$ cat src/rtl/booth_r4_mult.sv
// Sequential radix-4 (modified) Booth multiplier with a start/done handshake.
// Operands are extended by two bits so the most-negative signed value and the
// full unsigned range both reduce to the same signed recoding. The core retires
// two multiplier bits per cycle.
//
//   state  | meaning
//   -------+-----------------------------------------------------------
//   S_IDLE | waiting for start; operands are sampled on acceptance
//   S_RUN  | one Booth step per cycle (add/sub partial, shift right by 2)
//   S_DONE | product just latched; done pulse; start is ignored here
module booth_r4_mult #(
  parameter int WIDTH = 16
) (
  input  logic                 clk,
  input  logic                 rst,
  input  logic                 start,
  input  logic                 signed_mode,
  input  logic [WIDTH-1:0]     multiplicand,
  input  logic [WIDTH-1:0]     multiplier,
  output logic                 busy,
  output logic                 done,
  output logic [2*WIDTH-1:0]   product
);

  localparam int E    = WIDTH + 2;      // extended operand width
  localparam int AW   = E + 2;          // accumulator width (headroom for +/-2M)
  localparam int ITER = E / 2;          // Booth steps per product
  localparam int CW   = $clog2(ITER + 1);

  if (((WIDTH % 2) != 0) || (WIDTH < 4)) begin : g_bad_width
    $error("booth_r4_mult: WIDTH must be even and >= 4");
  end

  typedef enum logic [1:0] {
    S_IDLE = 2'd0,
    S_RUN  = 2'd1,
    S_DONE = 2'd2
  } state_t;

  state_t              r_state;
  logic [AW-1:0]       r_a;
  logic [AW-1:0]       r_m;
  logic [E-1:0]        r_q;
  logic                r_q_m1;
  logic [CW-1:0]       r_count;
  logic                r_busy;
  logic                r_done;
  logic [2*WIDTH-1:0]  r_product;

  logic [E-1:0]        w_mx;
  logic [E-1:0]        w_qx;
  logic [2:0]          w_trip;
  logic [AW-1:0]       w_m2;
  logic [AW-1:0]       w_addend;
  logic [AW-1:0]       w_sum;
  logic [AW-1:0]       w_a_nxt;
  logic [E-1:0]        w_q_nxt;

  // Operand extension: sign bits in signed mode, zeros otherwise.
  always_comb begin
    if (signed_mode) begin
      w_mx = {{2{multiplicand[WIDTH-1]}}, multiplicand};
      w_qx = {{2{multiplier[WIDTH-1]}}, multiplier};
    end else begin
      w_mx = {2'b00, multiplicand};
      w_qx = {2'b00, multiplier};
    end
  end

  assign w_trip = {r_q[1:0], r_q_m1};
  assign w_m2   = {r_m[AW-2:0], 1'b0};

  // Booth recoding of the current bit triple into the partial to add.
  always_comb begin
    w_addend = '0;
    case (w_trip)
      3'b001, 3'b010: w_addend = r_m;
      3'b011:         w_addend = w_m2;
      3'b100:         w_addend = -w_m2;
      3'b101, 3'b110: w_addend = -r_m;
      default:        w_addend = '0;
    endcase
  end

  // Add, then arithmetic shift of {A,Q,q_m1} right by two.
  always_comb begin
    w_sum   = r_a + w_addend;
    w_a_nxt = {{2{w_sum[AW-1]}}, w_sum[AW-1:2]};
    w_q_nxt = {w_sum[1:0], r_q[E-1:2]};
  end

  // Controller and datapath registers with registered handshake outputs.
  always_ff @(posedge clk) begin
    if (rst) begin
      r_state   <= S_IDLE;
      r_a       <= '0;
      r_m       <= '0;
      r_q       <= '0;
      r_q_m1    <= 1'b0;
      r_count   <= '0;
      r_busy    <= 1'b0;
      r_done    <= 1'b0;
      r_product <= '0;
    end else begin
      case (r_state)
        S_IDLE: begin
          r_done <= 1'b0;
          if (start) begin
            r_m     <= {{2{w_mx[E-1]}}, w_mx};
            r_q     <= w_qx;
            r_a     <= '0;
            r_q_m1  <= 1'b0;
            r_count <= CW'(ITER);
            r_busy  <= 1'b1;
            r_state <= S_RUN;
          end
        end
        S_RUN: begin
          r_a     <= w_a_nxt;
          r_q     <= w_q_nxt;
          r_q_m1  <= r_q[1];
          r_count <= r_count - 1'b1;
          if (r_count == CW'(1)) begin
            // Final step: the shifted value already holds the full product.
            r_product <= {w_a_nxt[WIDTH-3:0], w_q_nxt};
            r_done    <= 1'b1;
            r_state   <= S_DONE;
          end
        end
        S_DONE: begin
          r_done  <= 1'b0;
          r_busy  <= 1'b0;
          r_state <= S_IDLE;
        end
        default: begin
          r_done  <= 1'b0;
          r_busy  <= 1'b0;
          r_state <= S_IDLE;
        end
      endcase
    end
  end

  assign busy    = r_busy;
  assign done    = r_done;
  assign product = r_product;

endmodule

$ cat config.mk
export PLATFORM = sky130hd
export DESIGN_NAME = booth_r4_mult
export DESIGN_NICKNAME = d
export VERILOG_FILES = /design/src/rtl/booth_r4_mult.sv
export SDC_FILE = /design/constraint.sdc
export NUM_CORES = 1
export LEC_CHECK = 0
export ABC_AREA = 1
export BUFFER_PORTS_ARGS = -buffer_cell sky130_fd_sc_hd__buf_2
export CORE_MARGIN = 3
export CORE_UTILIZATION = 55
export DETAILED_ROUTE_END_ITERATION = 8
export PLACE_DENSITY = 0.75
export SLEW_MARGIN = 40
export SYNTH_ARGS = -nofsm -noshare
export SYNTH_HDL_FRONTEND = slang
export SYNTH_SLANG_ARGS = --single-unit
$ cat constraint.sdc
create_clock -name clk -period 7.7 [get_ports clk]
set_input_delay 0 -clock clk [delete_from_list [all_inputs] [get_ports clk]]
set_output_delay 0 -clock clk [all_outputs]
set_load 0.02 [all_outputs]
# Word level (Yosys, flattened, before mapping)
# Index checks and enable logic that the tools add are counted.
# Widths: inputs -> output; s select.
[classes] addsub=4 mul=0 n_div=0 order_cmp=0 n_eq_ne=10 n_shift=0 mux=16 bitwise_logic=1 n_reduce_logical=10
[op_table] operator="$pmux 20 s4" count=1
[op_table] operator="$mux 18" count=3
[op_table] operator="$neg 20->20" count=2
[op_table] operator="$pmux 20 s2" count=1
[op_table] operator="$pmux 18 s2" count=1
[op_table] operator="$add 20x20->20" count=1
[op_table] operator="$mux 20" count=1
[op_table] operator="$reduce_and 2->1" count=5
[op_table] operator="$eq 3x3->1 const B" count=3
[op_table] operator="$pmux 4 s2" count=1
[op_table] operator="$eq 3x2->1 const B" count=2
[op_table] operator="$reduce_or 2->1" count=3
[op_table] operator="$eq 4x1->1 const B" count=1
[op_table] operator="$mux 2" count=2
[op_table] operator="$mux 4" count=1
[op_table] operator="$ne 2x2->1 const B" count=2
[op_table] operator="$pmux 1 s2" count=2
[op_table] operator="$pmux 2 s2" count=1
[op_table] operator="$sub 4x1->4 const B" count=1
[op_table] operator="$eq 3x1->1 const B" count=1
[op_table] operator="$eq 2x1->1 const B" count=1
[op_table] operator="$logic_not 2->1" count=1
[op_table] operator="$mux 1" count=2
[op_table] operator="$reduce_bool 2->1" count=1
[op_table] operator="$not 1->1" count=1
[totals] reg_bits=97 latchBits=0 mem_bits_rw=0 mem_bits_ro=0 inputBits=36 out_inout_bits=34 elab_cells=50 memories=0

# Depth between registers and ports, before layout
# Gate-level depths: netlist of the first run.
[depth] word_depth=5 ltp_mapped=23 ltp_nobuf=22

# Worst setup path after synthesis of the first run
# OpenSTA, ideal clock, no wires.
[synth_path] path_type="register -> register" start="reg r_m[0]" end="reg r_a[16]" setup_ns=0.113 t_arrival_ns=2.496 path_slack_ns=5.091 path_stages_with_launch=20 n_path_buf=0 synth_period_minus_slack_ns=2.609 path_cell_list="dfxtp_1 -> inv_1 -> ha_1 -> inv_1 -> nor2_4 -> nand4_2 -> nor2_2 -> inv_1 -> o211ai_1 -> nand4_1 -> ha_1 -> nand2_1 -> inv_1 -> nand3_1 -> nor3_1 -> nand4_1 -> nand3_1 -> nand2_1 -> nand3_1 -> nand2_1"
[synth_via] elab_chain_len=4 word_cells_on_any_way=5 cone_classes="add/sub: 3; mux: 2"
[synth_lines] element="start: declaration" line_no="42" text="logic [AW-1:0] r_m;"
[synth_lines] element="start signal: assignment" line_no="109" text="r_m <= {{2{w_mx[E-1]}}, w_mx};"
[synth_lines] element="$neg 20->20 (on tied branches)" line_no="80, 79"
[synth_lines] element="$pmux 20 s4 *" line_no="76" text="case (w_trip)"
[synth_lines] element="$add 20x20->20 *" line_no="87" text="w_sum = r_a + w_addend;"
[synth_lines] element="$pmux 20 s2 *" line_no="105" text="case (r_state)"
[synth_lines] element="end signal: assignment" line_no="119" text="r_a <= w_a_nxt;"
[synth_lines] element="end: declaration" line_no="41" text="logic [AW-1:0] r_a;"
# Every way passes the cells marked *; elsewhere a longest branch is shown, timed or not.
# A chain may end at the register's enable or synchronous reset.

# Final worst setup path of the first run
[layout_path] start="reg r_m[1]" end="reg r_a[16]"
# The elaborated chain is that of the path after synthesis.

==> results.ini, run 1 <==
[critical_path]
reg2reg_depth=19
path_class=reg2reg
critPathCaptureType=register
start_kind=register
reg2reg_to=r_a[16]$_SDFFE_PP0P_
cp_common_cell=inv_1
crit_path_end=r_a[16]$_SDFFE_PP0P_
critical_path_arrival_ps=3480
cp_slowest_stage_delay_ps=460
r2r_start=r_m[1]$_SDFFE_PP0P_
crit_required_ps=7970
cp_slowest_cell=ha_1
r2r_slack_ps=4500
worst-path-max-fanout=7
startpoint=r_m[1]$_SDFFE_PP0P_
crit_chain=inv_1 -> ha_1 -> inv_1 -> nor2_4 -> nand4_2 -> nor2_2 -> inv_1 -> o211ai_1 -> nand4_1 -> ha_1 -> nand2_1 -> inv_1 -> nand3_1 -> nor3_1 -> nand4_1 -> nand3_1 -> nand2_1 -> nand3_1 -> nand2_1

[sta]
setup_ws_ps=4500
skew_ps=10.9
setup_viol=0
period_minus_slack_ps=3200
fmax_mhz=312
max_slew_margin=0.542
drv_slew=0
rsz0062_at_grt=no
finalCritPeriodShare=0.416
tightest_slew_ps=685
final_hold_viol_count=0
finalSetupTns_ps=0

[route]
drtPass1Iterations=5
vias=5461
viasPerCell=5.58
wl_per_cell_um=15.6
routed_wl_um=15300
ant_nets=0
drtIter0Drc=372
drcViolationCount=0

[global_route]
antenna_found_initial=0
grt_use_total=0.282
globalRouteOverflowTotal=0
grt_pass1_vias=5187
grt_pass1_wl_um=25600
grt_max_degree=44

[floorplanning]
initial_utilization=0.572
ios=70
die_w_um=105
rows=35
die_h_um=105
coreArea_mm2=0.00937
die-area_mm2=0.0110

[finish]
area_delta_synth_final_pct=17.1
layout.nets=903
nFillCells=863
layout_commonest_cell=nand2_1
multi_input_area_mm2=0.00300
final_layout_size_suffix_gt1_frac=0.146
final_cell_mix=nand2_1, dfxtp_1, inv_1
regArea_mm2=0.00188
diodes=0

[yosys]
synth.yosys.seq_area_share=0.351
syn-num-nets=813
synth_edf_count=0
syn_inst=754
ys_ff_latch=94
ys_warn_count=0
async_reset_ff_frac=0
syn_area_mm2=0.00536
yosysUniqueCellTypes=45
synth_area_per_cell_um2=7.11
synth_top_flop_cell=dfxtp_1

[place]
port_buffers=69
dp_slack_ps=4540
dpl.hpwl_um=11000
gp_congestion=0.942

[cts]
clk_pin_slew_ps=110
cts_hold_buf=33
cts_root_buf=clkbuf_8
cts_num_sinks=94
post_cts_resized=0
htree_num_levels=3
cts_made_buffers=9
cts_setup_buffers=0
insertion_delay_ps=370
cts_tree=built
cts.path.max_buffers=2

[hold_path]
hold_class=in2reg

[pwr]
p_leak_uw=0.00300
vdd.ir_drop.worst_v=0.000142
power_density_mw_per_mm2=196

[outcome]
status=finished clean

[job]
maxCapViolations=0

==> worst min-delay path by stage <==
| stage | start | endpoint | slack, ps | depth (start not counted) |
|---|---|---|---|---|
| 6_report | multiplier[15] | r_q[16]$_SDFFE_PP0P_ | 20 | 5 |
| 5_1_grt | multiplier[15] | r_q[16]$_SDFFE_PP0P_ | 30 | 5 |
| 4_1_cts | multiplier[15] | r_q[16]$_SDFFE_PP0P_ | 9 | 5 |
| 3_5_place_dp | multiplier[1] | r_q[1]$_SDFFE_PP0P_ | 260 | 3 |
| 3_3_place_gp | start | busy$_SDFFE_PP0P_ | 250 | 3 |
| 2_1_floorplan | start | busy$_SDFFE_PP0P_ | 140 | 2 |
==> per-layer routing <==
layer	global-route usage	routed length, um	up-vias
li1	-	-	2722
met1	0.382	6890	2525
met2	0.464	7170	184
met3	0.0451	896	30
met4	0.0843	316	0
met5	0	0	-
==> through the flow <==
stage / total power [uW] / cell area (um2) / instances / utilization / hold slack, ps
2_1_floorplan: 802 / 5360 / 754 / - / 145
3_3_place_gp: 887 / 5760 / 929 / 0.614 / 255
3_5_place_dp: 892 / 5760 / 929 / 0.614 / 263
4_1_cts: 1230 / 6280 / 978 / 0.670 / 9.17
5_1_grt: 1300 / 6280 / 978 / 0.670 / 29.7
6_report: 1230 / 6280 / 978 / 0.670 / 21.6
==> cells in the mapped netlist, types with 2 or more instances <==
library cell,instances,area [um2]
buf_6,2,22.5
nor2_2,4,25.0
xor2_1,15,131
nor2_1,59,221
nand2_2,3,18.8
a22oi_1,16,120
o22ai_1,19,119
nand3_2,2,20.0
nand3_1,52,260
a21oi_1,54,270
nand4_1,13,81.3
nor2_4,5,56.3
a22o_1,3,26.3
dfxtp_1,94,1880
nor3_1,9,45.0
nand3b_1,4,30.0
buf_4,2,15.0
o2111ai_1,6,52.6
o21ai_2,12,105
a31oi_1,2,12.5
o21ai_1,2,10.0
inv_1,86,323
nand2_1,160,601
xnor2_1,4,35.0
ha_1,22,275
o211ai_1,6,45.0
o21ai_0,49,245
or2_1,2,12.5
inv_2,6,22.5
nor2_8,2,40.0
a21o_1,5,37.5
clkbuf_1,10,37.5
buf_2,12,60.1
==> kinds of logic (layout without fill, tap and decap cells) <==
group | after synthesis | count (layout) | synth area share
AOI/OAI and AO/OA | 180 | 180 | 0.204
buffers and inverters | 119 | 214 | 0.0903
xor gates and xnor gates | 19 | 19 | 0.0310
adders and majority gates | 23 | 23 | 0.0550
and+or+nand+nor | 319 | 319 | 0.269
DFF | 94 | 94 | 0.351
==> sequential cells by signal, indices dropped and copies added, names as in the netlist <==
name and flops:
product 32, r_a 18, r_q 18, r_m 17, r_count 4, r_state 2, busy 1, done 1
r_q_m1 1
==> area by class of cell <==
| cell class | instances | share of cell area |
|---|---|---|
| timing repair buffer | 105 | 0.111 |
| clock buffer | 9 | 0.0197 |
| multi-input combinational | 541 | 0.478 |
| sequential | 94 | 0.300 |
| tap | 129 | 0.0257 |
| inverter | 93 | 0.0556 |
| clock inverter | 7 | 0.0104 |
==> where the power goes <==
part           switching (uW)  internal (uW)
Sequential               29.6            524
Clock                     201            126
Combinational             232            116
==> critical path, delay by kind of cell, from the launching register on <==
| family | cells | cell delay, ps |
|---|---|---|
| buffers and inverters | 4 | 420 |
| flip-flops | 1 | 310 |
| adder cells (fa/ha/maj) | 2 | 690 |
| AO/OA/AOI/OAI | 1 | 190 |
| AND/OR/NAND/NOR | 12 | 1490 |
Note: power is estimated with default switching activity, not from simulation.
==> run 2, diff against run 1 <==
==> constraint.sdc (replaced) <==
create_clock -name clk -period 3 [get_ports clk]
set_input_delay 0 -clock clk [delete_from_list [all_inputs] [get_ports clk]]
set_output_delay 0 -clock clk [all_outputs]
set_load 0.02 [all_outputs]
==> run 2 against run 1 <==
Compared with the run above:
- critical path depth is 1 lower
- core utilization is 8.8 points higher
- sequential share of layout area is 3.4 points lower
- clock-buffer cell count stayed put
- clock skew is 1.1 ps lower
- routed wire length is 16% higher
- worst hold slack better by 63 ps
- global-route usage is 2.6 points higher
==> results.ini, run 2 (synthesis results as in run 1) <==
[outcome]
status=finished clean

[pwr]
power_density_mw_per_mm2=501
p_leak_uw=0.00336
power_uw=3560
vdd.ir_drop.worst_v=0.000344

[route]
drtPass1Iterations=5
routed_wl_um=17700
drtIter0Drc=382
drcViolationCount=0
wl_per_cell_um=17.0
vias=5921
ant_nets=0
viasPerCell=5.70

[floorplanning]
ios=70
coreArea_mm2=0.00937
initial_utilization=0.572
rows=35
die_h_um=105
die_w_um=105
die-area_mm2=0.0110

[finish]
diodes=0
nFillCells=745
area_delta_synth_final_pct=32.5
layout.nets=965
fin_area_mm2=0.00711
final_layout_size_suffix_gt1_frac=0.270
fin_cells=1039
layout_commonest_cell=nand2_1
final_cell_mix=nand2_1, dfxtp_1, inv_1
largest_reg_flops=32
final_util=0.759

[place]
place_area_mm2=0.00611
dp.cells=976
dpl.hpwl_um=11900
port_buffers=69
dp_slack_ps=17.7
gp_congestion=0.981

[cts]
cts_made_buffers=9
cts_num_sinks=94
cts.path.max_buffers=2
insertion_delay_ps=370
cts_root_buf=clkbuf_8
htree_num_levels=3
cts_tree=built
clk_pin_slew_ps=100

[sta]
fmax_mhz=348
rsz0062_at_grt=yes
tightest_slew_ps=563
setup_ws_ps=129
period_minus_slack_ps=2870
max_slew_margin=0.624
finalCritPeriodShare=0.957
setup_viol=0
skew_ps=9.81
final_hold_viol_count=0
drv_slew=0

[critical_path]
r2r_slack_ps=130
crit_path_end=r_a[15]$_SDFFE_PP0P_
start_kind=register
critPathCaptureType=register
reg2reg_to=r_a[15]$_SDFFE_PP0P_
startpoint=r_m[3]$_SDFFE_PP0P_
r2r_start=r_m[3]$_SDFFE_PP0P_
crit_required_ps=3270
critical_path_arrival_ps=3140
path_class=reg2reg
worst-path-max-fanout=5
reg2reg_depth=18

[global_route]
grt_use_total=0.308
grt_pass1_wl_um=27500
grt_max_degree=44
grt_pass1_vias=5793
antenna_found_initial=0
globalRouteOverflowTotal=0

[job]
maxCapViolations=0

[hold_path]
hold_class=in2reg

[run 2: changes by cell type in the layout (fill, tap and decap cells not counted), moves of 6 or more]
cell / delta
buf_4: +60
nand2_1: -8
nor2_1: -6
nand2_2: +8
a21oi_2: +6
o21ai_0: -6
a21oi_1: -10
ha_1: -7
inv_1: -8
[run 2: worst min path at each step]
stage,start,to,cells after the start
floorplan,start,busy$_SDFFE_PP0P_,2
global placement,multiplier[1],r_q[1]$_SDFFE_PP0P_,3
detailed placement,multiplier[1],r_q[1]$_SDFFE_PP0P_,3
CTS,multiplier[15],r_q[16]$_SDFFE_PP0P_,5
global route,rst,r_q[8]$_SDFFE_PP0P_,2
finish,rst,r_q[8]$_SDFFE_PP0P_,2
[run 2: repair_timing]
action | CTS | global route
pin swaps | 0 | 30
endpoints found under the setup margin | 1 | 27
resized for setup | 1 | 80
setup buffers | 0 | 14
cloned | 0 | 1
hold buffers | 33 | 0
endpoints found under the hold margin | 34 | 0
[run 2: area by class of cell]
cell class              count  area [um2]  share of cell area
multi-input cells         541        3310               0.465
flip-flops and latches     94        1890               0.266
repair buffers            166        1170               0.164
inverters                  93         358              0.0503
well taps                 129         161              0.0227
clock buffers               9         124              0.0174
clock inverters             6        95.1              0.0134
repair inverters            1        7.51             0.00106
[run 2: metal layers]
layer | GRT usage | up-vias | share of wire
met1 | 0.377 | 2745 | 0.41
li1 | - | 2842 | -
met3 | 0.0581 | 75 | 0.064
met2 | 0.512 | 259 | 0.48
met4 | 0.167 | 0 | 0.048
met5 | 0 | - | 0
[run 2: through the flow]
stage / hold slack [ps] / TNS (ps)
2_1_floorplan: 145 / 0
6_report: 84.4 / 0
5_1_grt: 84.9 / -284
3_3_place_gp: 257 / 0
3_5_place_dp: 265 / 0
4_1_cts: 16.2 / 0
[run 2: critical path, stage by stage (launching register included)]
cell and delay [ps]:
dfxtp_1 370, nor2_2 140, nand2_1 100, nor2_4 190, nand3_1 110, xor2_1 180, nand2_1 80, o2111ai_2 140
ha_1 380, nand2_1 120, inv_1 110, nand2_2 90, nor3_4 200, buf_4 140, nand4_1 130, nand3_2 130
nand2_1 50, nand2_1 50, o21ai_0 60
[run 2: power by group]
group | switching, uW | leakage [uW] | internal (uW)
Sequential | 84.2 | 0.000769 | 1350
Clock | 508 | 0.000104 | 475
Combinational | 693 | 0.00248 | 456
==> run 3, diff against run 2 <==
--- a/config.mk
+++ b/config.mk
@@ -9,8 +9,9 @@
 export BUFFER_PORTS_ARGS = -buffer_cell sky130_fd_sc_hd__buf_2
 export CORE_MARGIN = 3
 export CORE_UTILIZATION = 55
+export CTS_CLUSTER_SIZE = 10
 export DETAILED_ROUTE_END_ITERATION = 8
-export PLACE_DENSITY = 0.75
+export PLACE_DENSITY = 0.76
 export SLEW_MARGIN = 40
 export SYNTH_ARGS = -nofsm -noshare
 export SYNTH_HDL_FRONTEND = slang
==> run 3 against run 2 <==
Compared with the run above:
- global-route usage is 1.6 points lower
- via count is 1.0% lower
- clock-buffer cell count stayed put
- worst setup slack worse by 41 ps
- register-to-register slack worse by 40 ps
- sequential share of layout area is 0.88 points higher
- first-iteration DRC count is 10% higher
- largest power group unchanged
- design area is 3.0% lower
- total power is 6.1% lower
- core utilization is 2.3 points lower
- die area stayed put
==> results.ini, run 3 (synthesis results as in run 1) <==
[outcome]
status=finished clean

[critical_path]
crit_required_ps=3280
startpoint=r_m[0]$_SDFFE_PP0P_
cp_slowest_cell=ha_1
worst-path-max-fanout=5
r2r_start=r_m[0]$_SDFFE_PP0P_
path_class=reg2reg
start_kind=register
critical_path_arrival_ps=3190
crit_chain=inv_2 -> ha_4 -> inv_1 -> nor2_4 -> nand4_4 -> nor2_4 -> buf_4 -> nand2_1 -> nand3_1 -> o2111ai_2 -> ha_1 -> nand2_1 -> inv_1 -> nand2_1 -> buf_4 -> nand3b_1 -> nand2_1 -> nand2_1 -> nand2_2 -> a21o_1 -> inv_1
cp_common_cell=nand2_1
cp_top_family=simple AND/OR/NAND/NOR gates
critPathCaptureType=register
cp_slowest_stage_delay_ps=400
crit_buf_inv=6

[finish]
final_layout_size_suffix_gt1_frac=0.251
layout.nets=956
final_cell_mix=nand2_1, dfxtp_1, inv_1
layout_commonest_cell=nand2_1
largest_reg_flops=32
fin_area_mm2=0.00690
diodes=0
area_delta_synth_final_pct=28.6
nFillCells=745

[place]
dpl.hpwl_um=11500
port_buffers=69
place_area_mm2=0.00604
gp_congestion=0.981

[global_route]
globalRouteOverflowTotal=0
grt_use_total=0.293
grt_max_degree=44
grt_pass1_vias=5499
antenna_found_initial=0
grt_pass1_wl_um=26400

[cts]
insertion_delay_ps=370
cts_root_buf=clkbuf_8
clk_pin_slew_ps=110
cts.path.max_buffers=2
cts_tree=built
htree_num_levels=3
cts_made_buffers=9
cts_num_sinks=94

[route]
viasPerCell=5.69
ant_nets=0
drcViolationCount=0
vias=5862
wl_per_cell_um=16.4
routed_wl_um=16900
drtPass1Iterations=5
drtIter0Drc=421

[sta]
drv_slew=0
setup_viol=0
fmax_mhz=343
skew_ps=18.4
final_hold_viol_count=0
period_minus_slack_ps=2910
tightest_slew_ps=515
finalCritPeriodShare=0.971
max_slew_margin=0.656
rsz0062_at_grt=yes

[floorplanning]
coreArea_mm2=0.00937
die_w_um=105
rows=35
die-area_mm2=0.0110
ios=70
initial_utilization=0.572
die_h_um=105

[pwr]
power_uw=3350
vdd.ir_drop.worst_v=0.000373
power_density_mw_per_mm2=485
p_leak_uw=0.00328

[hold_path]
hold_class=in2reg
hold_start=rst

[job]
maxCapViolations=0

-- run 3: cell types whose count changed in the layout (fill, tap and decap cells not counted), moves of 3 or more --
cell and delta:
buf_4 -7, a21oi_4 -4, a21oi_2 +3, dfxtp_2 -3, ha_1 +3
-- run 3: worst register-to-register path: cells and delay by family (launching register included) --
| kind | cells | cell delay [ps] |
|---|---|---|
| buffers and inverters | 6 | 520 |
| adder cells (fa/ha/maj) | 2 | 550 |
| AND/OR/NAND/NOR | 11 | 1180 |
| flip-flops | 1 | 320 |
| AO/OA/AOI/OAI | 2 | 230 |
-- run 3: timing repair --
item,4_1_cts,5_1_grt
pin swaps,0,27
endpoints found under the hold margin,33,0
hold buffers,33,0
buffers inserted,0,16
gates resized for setup,1,62
cloned,0,0
endpoints found under the setup margin,1,22
-- run 3: stage by stage --
stage / worst slack [ps] / TNS [ps] / hold WS (ps) / utilization / cells
6_report: 87.8 / 0 / 83.0 / 0.736 / 1031
5_1_grt: -98.7 / -579 / 91.0 / 0.736 / 1031
4_1_cts: 7.24 / 0 / 67.5 / 0.700 / 1015
3_5_place_dp: -66.8 / -66.8 / 269 / 0.644 / 966
3_3_place_gp: -39.5 / -39.5 / 256 / 0.644 / 966
2_1_floorplan: 391 / 0 / 145 / - / 754
-- run 3: routing by layer --
layer	up-vias	track usage	routed length [um]
li1	2819	-	-
met5	-	0	0
met4	0	0.0965	386
met1	2784	0.375	6960
met3	42	0.0463	1040
met2	217	0.502	8480
-- run 3: cell type report --
cell class	count	area (um2)	area share
sequential	94	1890	0.274
timing repair buffer	158	1100	0.159
multi-input combinational	541	3200	0.465
clock buffer	9	124	0.0180
tap	129	161	0.0234
inverter	93	357	0.0517
clock inverter	7	62.6	0.00907
-- run 3: power by group --
part           total, uW  internal [uW]  leakage [uW]  switching [uW]
sequential          1430           1350      0.000769            80.5
clock                832            321     0.0000980             511
combinational       1090            424       0.00241             665
total               3350           2090       0.00328            1260
-- run 3: path summary, 6_finish.rpt --
| path | cells after the start | endpoint | slack [ps] |
|---|---|---|---|
| max | 21 | product[29]$_SDFFE_PP0P_ | 90 |
| min | 2 | r_m[15]$_SDFFE_PP0P_ | 80 |
| max reg2reg | 21 | product[29]$_SDFFE_PP0P_ | 90 |
| min reg2reg | 2 | r_a[7]$_SDFFE_PP0P_ | 470 |
